[src/rtl/akumuluesi_pkg.sv]
// Shared types and default sizes for the product accumulator.
// Product width matches the 8x8 multiplier stage output.
package akumuluesi_pkg;

  localparam int PW_DEF      = 16;
  localparam int N_TERMS_DEF = 8;
  localparam int ACC_W_DEF   = 20;

  typedef enum logic [1:0] {
    IDLE = 2'd0,
    ACC  = 2'd1,
    DONE = 2'd2
  } state_e;

endpackage

[src/rtl/akumuluesi_prodhimeve_mbledhesi.sv]
// Unsigned W-bit saturating adder.
// On carry-out the sum clamps to all-ones and ovf is raised.
module mbledhesi_saturues #(
  parameter int W = 20
) (
  input  logic [W-1:0] a,
  input  logic [W-1:0] b,
  output logic [W-1:0] sum,
  output logic         ovf
);

  logic [W:0] full;

  assign full = {1'b0, a} + {1'b0, b};
  assign ovf  = full[W];
  assign sum  = full[W] ? {W{1'b1}} : full[W-1:0];

endmodule

[src/rtl/akumuluesi_prodhimeve.sv]
// Sequential dot-product accumulator: sums N_TERMS products per
// frame with saturation, result presented on a valid/ready port.
module akumuluesi_prodhimeve
  import akumuluesi_pkg::*;
#(
  parameter int PW      = PW_DEF,
  parameter int N_TERMS = N_TERMS_DEF,
  parameter int ACC_W   = ACC_W_DEF
) (
  input  logic             clk,
  input  logic             rst_n,
  input  logic             start,
  input  logic             clear,
  input  logic             in_valid,
  output logic             in_ready,
  input  logic [PW-1:0]    prodhimi,
  output logic             out_valid,
  input  logic             out_ready,
  output logic [ACC_W-1:0] shuma,
  output logic             ovf,
  output logic             busy
);

  localparam int CNT_W = $clog2(N_TERMS) + 1;
  localparam logic [CNT_W-1:0] LAST = CNT_W'(N_TERMS - 1);

  state_e           state_q, state_d;
  logic [ACC_W-1:0] acc_q, acc_d;
  logic             ovf_q, ovf_d;
  logic [CNT_W-1:0] cnt_q, cnt_d;
  logic             out_valid_q, out_valid_d;
  logic             busy_q, busy_d;

  logic [ACC_W-1:0] p_ext;
  logic [ACC_W-1:0] add_sum;
  logic             add_ovf;
  logic             beat;

  always_comb begin
    p_ext = '0;
    p_ext[PW-1:0] = prodhimi;
  end

  mbledhesi_saturues #(
    .W (ACC_W)
  ) u_add (
    .a   (acc_q),
    .b   (p_ext),
    .sum (add_sum),
    .ovf (add_ovf)
  );

  // in_ready depends on state only, never on in_valid
  assign in_ready = (state_q == ACC);
  assign beat     = in_valid & in_ready;

  always_comb begin
    state_d = state_q;
    acc_d   = acc_q;
    ovf_d   = ovf_q;
    cnt_d   = cnt_q;
    if (clear) begin
      state_d = IDLE;
      acc_d   = '0;
      ovf_d   = 1'b0;
      cnt_d   = '0;
    end else begin
      unique case (state_q)
        IDLE: begin
          if (start) begin
            state_d = ACC;
            acc_d   = '0;
            ovf_d   = 1'b0;
            cnt_d   = '0;
          end
        end
        ACC: begin
          if (beat) begin
            // once saturated the sum stays pinned at all-ones
            acc_d = (add_ovf | ovf_q) ? {ACC_W{1'b1}} : add_sum;
            ovf_d = add_ovf | ovf_q;
            cnt_d = cnt_q + 1'b1;
            if (cnt_q == LAST) state_d = DONE;
          end
        end
        DONE: begin
          if (out_ready) state_d = IDLE;
        end
        default: state_d = IDLE;
      endcase
    end
    out_valid_d = (state_d == DONE);
    busy_d      = (state_d != IDLE);
  end

  always_ff @(posedge clk or negedge rst_n) begin
    if (!rst_n) begin
      state_q     <= IDLE;
      acc_q       <= '0;
      ovf_q       <= 1'b0;
      cnt_q       <= '0;
      out_valid_q <= 1'b0;
      busy_q      <= 1'b0;
    end else begin
      state_q     <= state_d;
      acc_q       <= acc_d;
      ovf_q       <= ovf_d;
      cnt_q       <= cnt_d;
      out_valid_q <= out_valid_d;
      busy_q      <= busy_d;
    end
  end

  assign shuma     = acc_q;
  assign ovf       = ovf_q;
  assign out_valid = out_valid_q;
  assign busy      = busy_q;

endmodule

[config.mk]
export PLATFORM = sky130hd
export DESIGN_NAME = akumuluesi_prodhimeve
export DESIGN_NICKNAME = d
export VERILOG_FILES = /design/src/rtl/akumuluesi_pkg.sv /design/src/rtl/akumuluesi_prodhimeve_mbledhesi.sv /design/src/rtl/akumuluesi_prodhimeve.sv
export SDC_FILE = /design/constraint.sdc
export NUM_CORES = 1
export LEC_CHECK = 0
export ABC_AREA = 0
export BUFFER_PORTS_ARGS = -buffer_cell sky130_fd_sc_hd__buf_2
export CORE_UTILIZATION = 50
export DETAILED_ROUTE_END_ITERATION = 10
export GPL_ROUTABILITY_DRIVEN = 0
export HOLD_SLACK_MARGIN = 0.15
export PLACE_DENSITY = 0.85
export SLEW_MARGIN = 20
export SYNTH_ARGS = -nofsm -noshare
export SYNTH_HDL_FRONTEND = slang
export SYNTH_SLANG_ARGS = --single-unit
[constraint.sdc]
create_clock -name clk -period 7.5 [get_ports clk]
set_clock_uncertainty 0.2 [all_clocks]
set_input_delay 0 -clock clk [delete_from_list [all_inputs] [get_ports clk]]
set_output_delay 0 -clock clk [all_outputs]
set_load 0.05 [all_outputs]
==> flow_metrics.py, run 1 <==
metrics = {
    "status": {
        "outcome": "completed",
    },
    "global_routing": {
        "fraction_of_met1_tracks_used_by_global_routing_pct": 32.1,
        "grt_start_max_net_pins": 30,
        "grt_antenna_before_repair": 0,
        "met2_usage_pct": 44.2,
        "grt_pass1_wl_um": 8930,
        "grt.met3_usage_pct": 4.33,
        "gr-total-overflow": 0,
        "global_route.peak_usage_layer": "met2",
        "grt.total_usage_pct": 26.1,
        "grt_pass1_vias": 2001,
    },
    "setup_path": {
        "cp.arrival_ns": 2.90,
        "path_max_fanout": 9,
        "timing.critical_path.max_delay_family": "compound AO/OA/AOI/OAI gates",
        "worstPathCellList": "ha_1, fa_1, a21o_1, a221oi_2, a211o_1, a211oi_4, o21ai_4, o211ai_1",
        "cp_data_required_time_ns": 7.44,
        "critical-path-slowest-cell": "a221oi_2",
        "end_kind": "flop",
        "critPathKind": "flop to flop",
        "worstPathBufferInverterCount": 0,
        "critPathMaxStageDelay_ns": 0.44,
        "setup.worst_path.start_class": "flop",
    },
    "sta": {
        "worst_pin_slew_ns": 0.722,
        "final.setup.tns_ns": 0,
        "min_period_ns": 2.95,
        "drv_slew": 0,
        "grt_setup_unrepaired": "false",
        "hold_slack_ns": 0.165,
        "slew_headroom_pct": 51.5,
        "final.period_utilization_pct": 39.3,
        "final-hold-violation-count": 0,
        "maxClockFrequency_mhz": 339,
        "setup_violations": 0,
    },
    "drt": {
        "detail_route.wl_per_cell_um": 16.2,
        "drt-total-wl_um": 5730,
        "detailedRoute.firstPassIterationCount": 4,
        "final_antenna_net_count": 0,
        "drt_first_iter_violations": 214,
        "drt_drc_violations_left": 0,
        "vias": 2158,
        "vias_per_cell": 6.10,
    },
    "die": {
        "floorplan.rows": 23,
        "chipWidth_um": 68.4,
        "floorplan.die_area_um2": 4670,
        "dieHeight_um": 68.4,
        "io_pins": 46,
        "start_util_pct": 53.5,
        "coreArea_um2": 4120,
    },
    "synthesis": {
        "yosys_warnings": 0,
        "synth_cell_type_count": 58,
        "leading_area_contributor_after_synthesis": "dfrtp_1",
        "avg_synthesized_cell_area_um2": 9.14,
        "ys_top_cells_by_area": "dfrtp_1 33%, ha_1 9.7%, nand2_1 4.6%, a21o_1 3.4%, a21oi_1 3.4%",
        "post-synth-top-area-fraction_pct": 33.0,
        "synth.yosys.seq_area_share_pct": 33.0,
        "yosys_register_bits": 29,
        "synth-edff-count": 0,
        "synth-async-reset-ratio_pct": 100,
        "synth_nets": 281,
        "post_synth_inst_count": 241,
        "mappedNetlistArea_um2": 2200,
        "synthFlopType": "dfrtp_1",
    },
    "layout": {
        "num_antenna_cells": 0,
        "fillCellCount": 355,
        "synthToLayoutAreaGrowth_pct": 24.7,
        "drive_above_1_share_pct": 24.3,
        "num-nets-final": 343,
    },
    "placed_design": {
        "io_buffers": 45,
        "hpwlAfterDp_um": 3850,
    },
    "clock_network": {
        "clock_insertion_delay_worst_skew_ns": 0.29,
        "cts_buffers": 5,
        "cts_sinks": 29,
        "clock_path_buffers": 2,
        "ctsRootBufferMaster": "clkbuf_8",
        "cts_repair_resize_count": 0,
        "clock_tree_from_tritoncts": "yes",
        "htreeDepth": 2,
        "worst_setup_hold_path_clk_slew_ns": 0.07,
    },
    "run": {
        "cap_viol_max_count": 0,
    },
    "power_and_ir_drop": {
        "vdd.ir_drop.worst_uv": 96.8,
        "cellPowerDensity_nw_per_um2": 171,
        "total_power_mw": 0.469,
        "p_leak_nw": 1.37,
    },
    "worst_hold_path": {
        "hold_path.class": "primary input to flop",
    },
}
[cell usage after synthesis, drive strengths merged (2+ instances only)]
cell type   n
clkbuf      3
and4        2
inv         5
nand2      27
mux2        2
ha         17
or2         4
xor2        4
dfrtp      29
nor2b       4
nand3b      2
buf         5
a31o        2
nand3      10
a21o       11
nor3        4
a211oi      7
and2        2
xnor2       4
o211ai      5
o21a        2
nand4       2
nor2       15
and3        4
a31oi      12
or3         3
o2bb2ai     2
a221oi      3
o21ai      18
a21oi      15
a2111oi     2
[final timing paths]
check,startpoint,end,slack [ns],cells after the start
worst max register to register,shuma[0],shuma[15],4.55,8
worst min-delay path,prodhimi[5],shuma[5],0.17,5
min in group asynchronous,rst_n,shuma[9],0.52,4
max in group asynchronous,rst_n,shuma[13],6.41,4
worst max-delay path,shuma[0],shuma[15],4.55,8
worst min register to register,cnt_q[3],cnt_q[3],0.30,1
[cell usage in the layout, fill, tap and decap left out, drive strengths merged, types with 5 or more instances in the layout]
master and instances:
buf 47, nand3 10, ha 17, a21o 11, o211ai 5, nand2 27
a31oi 12, dfrtp 29, clkbuf 5, dlygate4sd3 17, inv 5, a211oi 7
nor2 15, o21ai 18, a21oi 15
[power by group]
part,switching (mW),internal [mW],total [mW]
registers,0.00393,0.161,0.165
logic,0.0637,0.0410,0.105
clock network,0.0671,0.132,0.199
total,0.135,0.334,0.469
[flip-flops by register name, summed over array words and instances, names as in the netlist]
signal,cells
ovf,1
shuma,20
busy,1
cnt_q,4
out_valid,1
state_q,2
[metal layers]
layer	vias up	wire length (um)	part of all wire, %
li1	1038	-	-
met1	1026	2500	44
met2	81	2780	49
met3	13	324	5.7
met4	0	118	2.1
met5	-	0	0
[worst register-to-register path, delay by kind of cell, from the launching register on]
kind | cells | cell delay [ns]
compound gates | 6 | 1.58
flops | 1 | 0.40
fa+ha+maj | 2 | 0.62
[per-stage QoR]
stage / setup WS (ns) / instances / cell area (um^2) / utilization [%]
floorplan: 4.53 / 241 / 2200 / -
global placement: 4.68 / 328 / 2420 / 58.8
detailed placement: 4.58 / 328 / 2420 / 58.8
CTS: 4.56 / 354 / 2750 / 66.7
global route: 4.41 / 354 / 2750 / 66.7
finish: 4.55 / 354 / 2750 / 66.7
[cells by family (layout without fill, tap and decap cells)]
family / count (synthesis) / in the layout / share of synthesized area, %
XOR/XNOR: 8 / 8 / 3.18
adder cells (fa/ha/maj): 18 / 18 / 10.6
AO/OA/AOI/OAI: 88 / 88 / 28.4
flip-flops: 29 / 29 / 33.0
buffers and inverters: 14 / 77 / 4.32
multiplexers: 3 / 3 / 1.48
AND/OR/NAND/NOR: 81 / 81 / 19.1
[layout make-up]
type                            instances  area [um^2]  share of cell area [%]
Multi-Input combinational cell        198         1380                    50.3
Sequential cell                        29          726                    26.4
Timing Repair Buffer                   64          423                    15.4
Clock buffer                            5         68.8                    2.51
Clock inverter                          3         65.1                    2.37
Tap cell                               50         62.6                    2.28
Inverter                                5         18.8                   0.684
[timing repair]
action | CTS | global route
hold buffers | 18 | 0
buffers inserted | 0 | 0
hold endpoints to repair | 54 | 0
(Power assumes the default switching activity.)
==> run 2, diff against run 1 <==
PLACE_DENSITY = 0.88   (was 0.85)
clock period = 2.7 ns   (was 7.5 ns; I/O delays follow)
==> run 2 against run 1 <==
Net effect:
- final area up 5.5%
- clock power up 140%
- wire length up 13%
- power rose to 2.7 times the previous value
- core utilization up 3.6 points
- combinational power rose to 3.0 times the previous value
- worst setup slack worse by 4.5 ns
- critical endpoint is now shuma[18]
- largest power group unchanged
==> flow_metrics.py, run 2 (same netlist as run 1, synthesis figures left out) <==
metrics = {
    "die": {
        "coreArea_um2": 4120,
        "start_util_pct": 53.5,
        "floorplan.rows": 23,
        "chipWidth_um": 68.4,
        "dieHeight_um": 68.4,
        "floorplan.die_area_um2": 4670,
        "io_pins": 46,
    },
    "sta": {
        "min_period_ns": 2.66,
        "setup_violations": 0,
        "final-hold-violation-count": 0,
        "drv_slew": 0,
        "grt_setup_unrepaired": "true",
        "slew_headroom_pct": 60.5,
        "final.period_utilization_pct": 98.4,
        "hold_slack_ns": 0.163,
        "final.setup.tns_ns": 0,
        "worst_pin_slew_ns": 0.592,
        "maxClockFrequency_mhz": 376,
    },
    "layout": {
        "num_antenna_cells": 0,
        "largest_reg_flops": 20,
        "layoutNonFillerInstCount": 367,
        "synthToLayoutAreaGrowth_pct": 31.5,
        "commonest_non_fill_non_tap_cell_in_the_layout": "buf_2",
        "drive_above_1_share_pct": 31.2,
        "finalInstanceArea_um2": 2900,
        "num-nets-final": 356,
        "most_used_cells_in_the_layout_excluding_fill_and_tap_cells": "45 x buf_2, 27 x nand2_1, 25 x dfrtp_1",
    },
    "worst_hold_path": {
        "hold_path.class": "primary input to flop",
    },
    "global_routing": {
        "grt.total_usage_pct": 28.5,
        "grt_antenna_before_repair": 0,
        "gr-total-overflow": 0,
        "grt_pass1_wl_um": 9790,
        "grt_start_max_net_pins": 30,
        "grt_pass1_vias": 2203,
    },
    "setup_path": {
        "critPathMaxStageDelay_ns": 0.43,
        "setup.worst_path.start_class": "flop",
        "critical-path-slowest-cell": "dfrtp_2",
        "cp.arrival_ns": 2.61,
        "critPathKind": "flop to flop",
        "path_max_fanout": 9,
        "end_kind": "flop",
        "worstPathCellList": "ha_4, fa_2, a21o_1, a221oi_4, a211o_1, a211oi_4, buf_12, o21ai_4, nand4bb_1",
        "cp_data_required_time_ns": 2.65,
    },
    "placed_design": {
        "hpwlAfterDp_um": 4130,
        "placed_standard_cell_area_um2": 2540,
        "io_buffers": 45,
        "placed_cells": 338,
    },
    "drt": {
        "detailedRoute.firstPassIterationCount": 4,
        "route.top_layer_used": "met4",
        "met3WireLength_um": 416,
        "drt-total-wl_um": 6460,
        "vias_per_cell": 6.23,
        "met2WireLength_um": 3190,
        "drt-met1-wl_um": 2690,
        "drt_first_iter_violations": 182,
        "drt_drc_violations_left": 0,
        "vias": 2288,
        "final_antenna_net_count": 0,
        "detail_route.wl_per_cell_um": 17.6,
    },
    "run": {
        "cap_viol_max_count": 0,
    },
    "clock_network": {
        "clock_insertion_delay_worst_skew_ns": 0.28,
        "ctsRootBufferMaster": "clkbuf_8",
        "clock_tree_from_tritoncts": "yes",
        "clock_path_buffers": 2,
        "cts_sinks": 29,
        "worst_setup_hold_path_clk_slew_ns": 0.06,
        "htreeDepth": 2,
        "cts_buffers": 5,
    },
    "power_and_ir_drop": {
        "cellPowerDensity_nw_per_um2": 431,
        "total_switching_power_mw": 0.370,
        "vdd.ir_drop.worst_uv": 269,
        "share_seq_of_total_power_pct": 37.0,
        "p_leak_nw": 1.42,
        "power.combinational.fraction_pct": 25.3,
        "clkPwrFrac_pct": 37.7,
        "p_int_mw": 0.877,
        "power.switching_fraction_pct": 29.7,
    },
    "status": {
        "outcome": "completed",
    },
}
run 2: cell types whose count changed in the layout (fill, tap and decap cells not counted), moves of 2 or more:
cell	change
dfrtp_1	-4
ha_1	-3
ha_2	+2
a221oi_1	-2
buf_4	+13
dfrtp_2	+4
run 2: power groups by stage:
stage	clock network (mW)	logic [mW]	registers, mW
2_1_floorplan	0	0.163	0.506
3_3_place_gp	0	0.273	0.467
3_5_place_dp	0	0.279	0.468
4_1_cts	0.474	0.304	0.461
5_1_grt	0.495	0.342	0.462
6_report	0.470	0.316	0.461
run 2: final timing paths:
kind                               from         to  slack [ns]  cells after the start
max                            shuma[0]  shuma[18]        0.04                      9
min                        prodhimi[13]  shuma[13]        0.16                      5
max reg2reg                    shuma[0]  shuma[18]        0.04                      9
min reg2reg                    cnt_q[3]   cnt_q[3]        0.29                      1
max in group asynchronous         rst_n   shuma[9]        1.58                      4
min in group asynchronous         rst_n   shuma[7]        0.53                      4
run 2: metal layers:
metal  GRT usage, %  vias to the layer above
met5              0                        -
met4           12.8                        0
met3           6.67                       19
met2           47.8                       97
met1           34.4                     1112
li1               -                     1060
run 2: metrics by stage:
stage               total power [mW]  worst slack [ns]  utilization [%]
floorplan                      0.668           -0.0187                -
global placement               0.740            0.0887             61.7
detailed placement             0.747            0.0450             61.7
CTS                             1.24            0.0152             68.9
global route                    1.30           -0.0481             70.4
finish                          1.25            0.0430             70.4
run 2: area by class of cell:
class,instances,area (um^2)
Multi-Input combinational cell,198,1440
Fill cell,329,1220
Sequential cell,29,731
Timing Repair Buffer,77,531
Clock buffer,7,86.3
Tap cell,50,62.6
Clock inverter,1,30.0
Inverter,5,18.8
run 2: repair_timing:
action                                  CTS  global route
endpoints found under the hold margin    56             0
hold buffers                             17             0
pin swaps                                 1             9
gates resized for setup                   0             5
endpoints found under the setup margin    1            19
buffers inserted                          0             4
run 2: worst max-delay path: cells and delay by family, from the launching register on:
kind                     cells  cell delay [ns]
AO/OA/AOI/OAI                5             1.08
adder cells (fa/ha/maj)      2             0.51
buffers and inverters        1             0.17
flip-flops                   1             0.43
AND/OR/NAND/NOR              1             0.14
